$ cat config.mk
export PLATFORM = sky130hd
export DESIGN_NAME = gray_counter_n
export DESIGN_NICKNAME = d
export VERILOG_FILES = /design/src/rtl/gray_counter_n.sv
export SDC_FILE = /design/constraint.sdc
export NUM_CORES = 1
export LEC_CHECK = 0
export CAP_MARGIN = 10
export CORE_UTILIZATION = 39
export DETAILED_ROUTE_END_ITERATION = 8
export PLACE_DENSITY_LB_ADDON = 0.05
export SYNTH_ARGS = -nofsm -noshare
export SYNTH_HDL_FRONTEND = slang
export SYNTH_SLANG_ARGS = --single-unit
$ cat constraint.sdc
create_clock -name clk -period 1.75 [get_ports clk]
set_input_delay 0.2625 -clock clk [delete_from_list [all_inputs] [get_ports clk]]
set_output_delay 0.2625 -clock clk [all_outputs]
set_load 0.03 [all_outputs]
$ cat src/rtl/gray_counter_n.sv
// Parametrised Gray-code counter with up/down, synchronous load, wrap or
// saturate at the terminal count, and a ripple-carry output for cascading.
module gray_counter_n #(
    parameter int WIDTH = 4,
    parameter bit WRAP  = 1'b1
) (
    input  logic             clk,
    input  logic             clr,
    input  logic             cten,
    input  logic             up,
    input  logic             load,
    input  logic [WIDTH-1:0] load_val,
    output logic [WIDTH-1:0] out,
    output logic [WIDTH-1:0] bin,
    output logic             tc,
    output logic             rc
);

    if (WIDTH < 2 || WIDTH > 16) begin : g_bad_width
        $error("gray_counter_n: WIDTH must be in 2..16");
    end

    logic [WIDTH-1:0] r_bin;
    logic [WIDTH-1:0] r_gray;
    logic [WIDTH-1:0] w_step;
    logic [WIDTH-1:0] w_next_bin;
    logic             w_tc;
    logic             w_advance;
    logic             w_update;

    assign w_tc       = up ? (r_bin == {WIDTH{1'b1}}) : (r_bin == '0);
    assign w_step     = up ? (r_bin + WIDTH'(1)) : (r_bin - WIDTH'(1));
    // At the terminal count the step is the modulo wrap, so only saturation blocks it.
    assign w_advance  = cten & (~w_tc | WRAP);
    assign w_update   = load | w_advance;
    assign w_next_bin = load ? load_val : w_step;

    always_ff @(posedge clk or negedge clr) begin
        if (!clr) begin
            r_bin  <= '0;
            r_gray <= '0;
        end else if (w_update) begin
            r_bin  <= w_next_bin;
            r_gray <= w_next_bin ^ (w_next_bin >> 1);
        end
    end

    assign out = r_gray;
    assign bin = r_bin;
    assign tc  = w_tc;
    assign rc  = w_tc & cten;

endmodule

==> metrics.txt, run 1 <==
DIE HEIGHT=40.46 um; gr ovfl total=0; outcome=finished, violations left; Hold Vio Cnt, Final=0; Worst slew margin=0.7861; clk_lat worst skew=0.25 ns; vias post-DR=546; largest net degree at the start of global routing=13; Max H-tree Level=1; min cycle time layout=1.869 ns; Final nets=107; Max clock buf depth=2; skew final=0.005277 ns; Yosys reg bits=7; sequential fraction of the synthesis area=0.3037; final RePlAce weighted congestion=0.7541; drt pass-1 iters=2; Final Core Density=0.7158; Peak Freq=535.2 MHz; Final Slew Violations=0; Pwr Density=890.8 nW/um^2; post-route cell area=954.7 um^2; wire per inst=12.06 um; Initial Util=0.4325; Setup CP Type=reg -> out; CP Capture Type=output pin; first-pass GRT wire length=2076 um; Worst Path Required=1.49 ns; post-synthesis net count=75; Clock Sinks=7; placed inst area=869.6 um^2; Ports=19; CTS root buf=clkbuf_4; worst-path fanout max=2; final setup margin=-0.1186 ns; Post-Syn Area=576.8 um^2; Synth warnings=0; synth unique cells=30; Slew @ Worst Pin=0.3203 ns; Hold WC Path Type=in -> async; GR Util All Layers=0.1989; Horiz. Die Dim=40.46 um; vias per cell=5.009; Core Rows=13; Layout Cells excl Fill=109; period utilization=1.068; Layout area overhead=65.51%; Clk pin slew, worst setup/hold paths=0.05 ns; Arrival @ worst endpoint=1.61 ns; CP Launch Type=register; Post-Synthesis Cells=63; drc violations=0; antenna-violating nets left=0; DP Wirelength=986.6 um; hold_buf cts=0; max cap viols=0; most frequent cells in the layout=buf_4, clkdlybuf4s50_1, xnor2_1; PortBufs=18; R2R setup slack=-0.10 ns; commonest non-fill, non-tap cell in the layout=buf_4; total negative slack=-0.3057 ns; CORE AREA=1334 um^2; share of layout cells above drive strength 1=0.3298; Num CTS Buffers=3; final setup fails=3; Fillers=112; drt total wl=1314 um; CTS tree=done; area of the die=1637 um^2; Inst Count DP=102; pre-CTS setup slack=-0.4548 ns; vias in the first global route=504; Syn Area/Cell=9.156 um^2; leak pwr=0.4383 nW; ANT cells=0; initial antenna violation count=0; DRT iter0 DRCs=7; RSZ-0062 raised after global routing=true; violated checks=setup timing; Max VDD drop=0.0006495 V
[path summary, 6_finish.rpt]
| check | to | from | cells past startpoint |
|---|---|---|---|
| max | rc | bin[0]$_DFFE_PN0P_ | 4 |
| max reg2reg | bin[3]$_DFFE_PN0P_ | bin[1]$_DFFE_PN0P_ | 6 |
| min in group clk | bin[0]$_DFFE_PN0P_ | load_val[0] | 3 |
| max in group asynchronous | bin[1]$_DFFE_PN0P_ | clr | 1 |
| min | out[1]$_DFFE_PN0P_ | clr | 1 |
| min reg2reg | out[0]$_DFFE_PN0P_ | out[0]$_DFFE_PN0P_ | 4 |
[metal layers]
| layer | track usage | share of wire | vias up |
|---|---|---|---|
| li1 | - | - | 279 |
| met2 | 0.3492 | 0.50 | 15 |
| met3 | 0.06667 | 0.046 | 2 |
| met5 | 0 | 0 | - |
| met1 | 0.2279 | 0.44 | 250 |
| met4 | 0.05000 | 0.0068 | 0 |
[Yosys cell counts]
library cell	number	area (um^2)
a2111oi_2	1	15.01
a211oi_1	1	7.510
a21bo_2	1	10.01
a21boi_0	1	7.510
a21o_1	1	7.510
a21oi_1	5	25.02
a22oi_1	1	7.510
and2_1	1	6.260
and2b_1	1	7.510
and3_4	1	11.26
buf_2	1	5.000
buf_4	2	15.01
clkbuf_1	1	3.750
dfrtp_1	7	175.2
fa_1	1	20.02
ha_1	2	25.02
inv_1	4	15.01
mux2i_1	2	20.02
nand2_1	5	18.77
nand3_1	1	5.000
nand3b_1	1	7.510
nand4_1	1	6.260
nor2_1	3	11.26
nor2b_1	1	6.260
nor3_1	1	5.000
o21ai_0	6	30.03
or3_4	1	11.26
or4_1	1	7.510
xnor2_1	7	61.31
xnor3_1	1	22.52
[state kept, by name, summed over array words and instances (netlist names)]
signal  flops
bin         4
out         3
[power by group]
group | internal, mW | switching [mW] | leakage [nW]
clock | 0.0869 | 0.0581 | 0.0150
sequential | 0.197 | 0.0229 | 0.0787
combinational | 0.249 | 0.237 | 0.345
total | 0.533 | 0.318 | 0.438
[timing repair]
| item | CTS | global route |
|---|---|---|
| endpoints found under the setup margin | 6 | 9 |
| setup buffers | 2 | 1 |
| hold endpoints to repair | 0 | 0 |
| gates resized for setup | 6 | 5 |
| pin swaps | 1 | 3 |
[area by class of cell]
class                           instances  area [um^2]  area share
Sequential cell                         7        178.9      0.1874
Clock buffer                            4        26.28     0.02752
Multi-Input combinational cell         48        426.7      0.4469
Inverter                                4        15.01     0.01573
Tap cell                               15        18.77     0.01966
Timing Repair Buffer                   31        289.0      0.3028
[worst max-delay path, stage by stage, from the launching register on]
cell	delay, ns
dfrtp_2	0.40
or4_4	0.52
mux2i_4	0.15
and2_4	0.16
buf_6	0.12
[per-stage QoR]
stage	hold slack, ns	power, mW
2_1_floorplan	-0.03309	0.5136
3_3_place_gp	0.5460	0.6789
3_5_place_dp	0.5455	0.6815
4_1_cts	0.2745	0.8464
5_1_grt	0.2885	0.9117
6_report	0.2651	0.8504
[cells by family after synthesis]
family | count (synthesis) | share of synthesized area
flops | 7 | 0.3037
fa+ha+maj | 3 | 0.07809
mux | 2 | 0.03471
compound gates | 17 | 0.1909
simple gates | 18 | 0.1801
buf+inv | 8 | 0.06722
xor+xnor | 8 | 0.1453
No activity file was read; power rests on OpenSTA's default activity.
==> inputs of run 2 (changes only) <==
--- a/config.mk
+++ b/config.mk
@@ -6,8 +6,10 @@
 export NUM_CORES = 1
 export LEC_CHECK = 0
 export CAP_MARGIN = 10
-export CORE_UTILIZATION = 39
+export CORE_AREA = 2 2 39 41
 export DETAILED_ROUTE_END_ITERATION = 8
+export DIE_AREA = 0 0 41 43
+export DONT_BUFFER_PORTS = 1
 export PLACE_DENSITY_LB_ADDON = 0.05
 export SYNTH_ARGS = -nofsm -noshare
 export SYNTH_HDL_FRONTEND = slang
==> run 2 against run 1 <==
  * The flow still finishes with violations (setup timing)
  * Core utilization shrank 19 points
  * Sequential power grew 20%
  * Clock-buffer cell count is the same
  * Clock power grew 3%
  * Largest power group unchanged
==> metrics.txt, run 2 (synthesis results as in run 1) <==
outcome=finished, violations left; violated checks=setup timing; Worst Path Required=1.49 ns; DRT iter0 DRCs=5; Pwr Density=1009 nW/um^2; Slew @ Worst Pin=0.3624 ns; Arrival @ worst endpoint=1.57 ns; footprint of the multi-input gates=429.2 um^2; Clk pin slew, worst setup/hold paths=0.05 ns; Max clock buf depth=2; drt pass-1 iters=3; Fillers=132; Inst Count DP=80; initial antenna violation count=0; final setup fails=3; Clock Sinks=7; wire per inst=15.36 um; GR Util All Layers=0.1842; CP Capture Type=output pin; Sequential Area=178.9 um^2; DP Wirelength=963.9 um; Worst slew margin=0.7576; DIE HEIGHT=43 um; Max H-tree Level=1; Layout area overhead=26.90%; Hold Vio Cnt, Final=0; antenna-violating nets left=0; CTS tree=done; PortBufs=0; Peak Freq=546.2 MHz; CORE AREA=1384 um^2; ANT cells=0; RSZ-0062 raised after global routing=true; Hold WC Path Type=in -> reg; placed inst area=658.1 um^2; Max VDD drop=0.0005012 V; Ports=19; worst-path fanout max=4; CTS root buf=clkbuf_4; Final Slew Violations=0; max cap viols=0; Num CTS Buffers=3; worst hold slack=0.09905 ns; area of the die=1763 um^2; vias per cell=5.230; Initial Util=0.4168; Layout Cells excl Fill=87; final setup margin=-0.08073 ns; CP Launch Type=register; first-pass GRT wire length=2049 um; pre-CTS setup slack=-0.03377 ns; share of layout cells above drive strength 1=0.3380; Horiz. Die Dim=41 um; number of flip-flops in the largest register=4; Final Core Density=0.5289; min cycle time layout=1.831 ns; vias post-DR=455; Final nets=84; largest net degree at the start of global routing=18; leak pwr=0.3019 nW; skew final=0.004769 ns; post-route cell area=732.0 um^2; final RePlAce weighted congestion=0.7228; clk_lat worst skew=0.25 ns; Core Rows=14; most frequent cells in the layout=buf_4, xnor2_1, nand2_1, o21ai_0, a21oi_1; drt total wl=1336 um; vias in the first global route=438; R2R setup slack=0 ns; gr ovfl total=0; period utilization=1.046; drc violations=0; Setup CP Type=reg -> out; commonest non-fill, non-tap cell in the layout=buf_4
-- run 2: changes by cell type in the layout (fill, tap and decap cells not counted), moves of 2 or more --
cell             before  now
dlymetal6s2s_1        3    0
dlygate4sd2_1         2    0
clkdlybuf4s50_1      11    0
buf_6                 3    0
buf_4                12    7
-- run 2: layout make-up --
cell class | instances | area share
Clock buffer | 4 | 0.03590
Inverter | 4 | 0.02051
Timing Repair Buffer | 8 | 0.08547
Multi-Input combinational cell | 48 | 0.5863
Tap cell | 16 | 0.02735
Sequential cell | 7 | 0.2444
-- run 2: what timing repair did --
action,4_1_cts,5_1_grt
gates cloned,0,0
hold endpoints to repair,7,0
setup buffers,2,0
hold buffers,1,0
endpoints found under the setup margin,3,7
resized for setup,2,2
pin swaps,1,4
-- run 2: where the power goes --
| group | leakage (nW) | switching (mW) | total, mW | internal [mW] |
|---|---|---|---|---|
| combinational | 0.208 | 0.166 | 0.326 | 0.159 |
| sequential | 0.0787 | 0.0666 | 0.263 | 0.196 |
| clock | 0.0150 | 0.0626 | 0.150 | 0.0872 |
-- run 2: per-layer routing --
metal,vias to the layer above,part of all wire,global-route usage,wire [um]
met3,2,0.038,0.04712,51
met4,0,0.0067,0.1000,9
met2,9,0.49,0.2719,658
met5,-,0,0,0
met1,207,0.46,0.2343,617
li1,237,-,-,-
-- run 2: critical path, cell delays in order (launching register included) --
cell and delay [ns]:
dfrtp_2 0.44, or4_4 0.50, mux2i_4 0.16, and2_4 0.22
-- run 2: final timing paths --
path	from	endpoint	depth (start not counted)
worst max-delay path	bin[1]$_DFFE_PN0P_	rc	3
worst min-delay path	load	out[0]$_DFFE_PN0P_	1
worst max register to register	bin[2]$_DFFE_PN0P_	bin[3]$_DFFE_PN0P_	5
worst min register to register	bin[1]$_DFFE_PN0P_	bin[1]$_DFFE_PN0P_	2
max in group asynchronous	clr	bin[0]$_DFFE_PN0P_	1
min in group asynchronous	clr	out[2]$_DFFE_PN0P_	1
-- run 2: stage by stage --
stage                     power (mW)  setup TNS [ns]
after CTS                     0.7458         -0.1632
after global placement        0.5592               0
after floorplan               0.5136         -0.1592
after global routing          0.7985         -0.2697
after detailed placement      0.5581        -0.03377
final                         0.7383         -0.1296
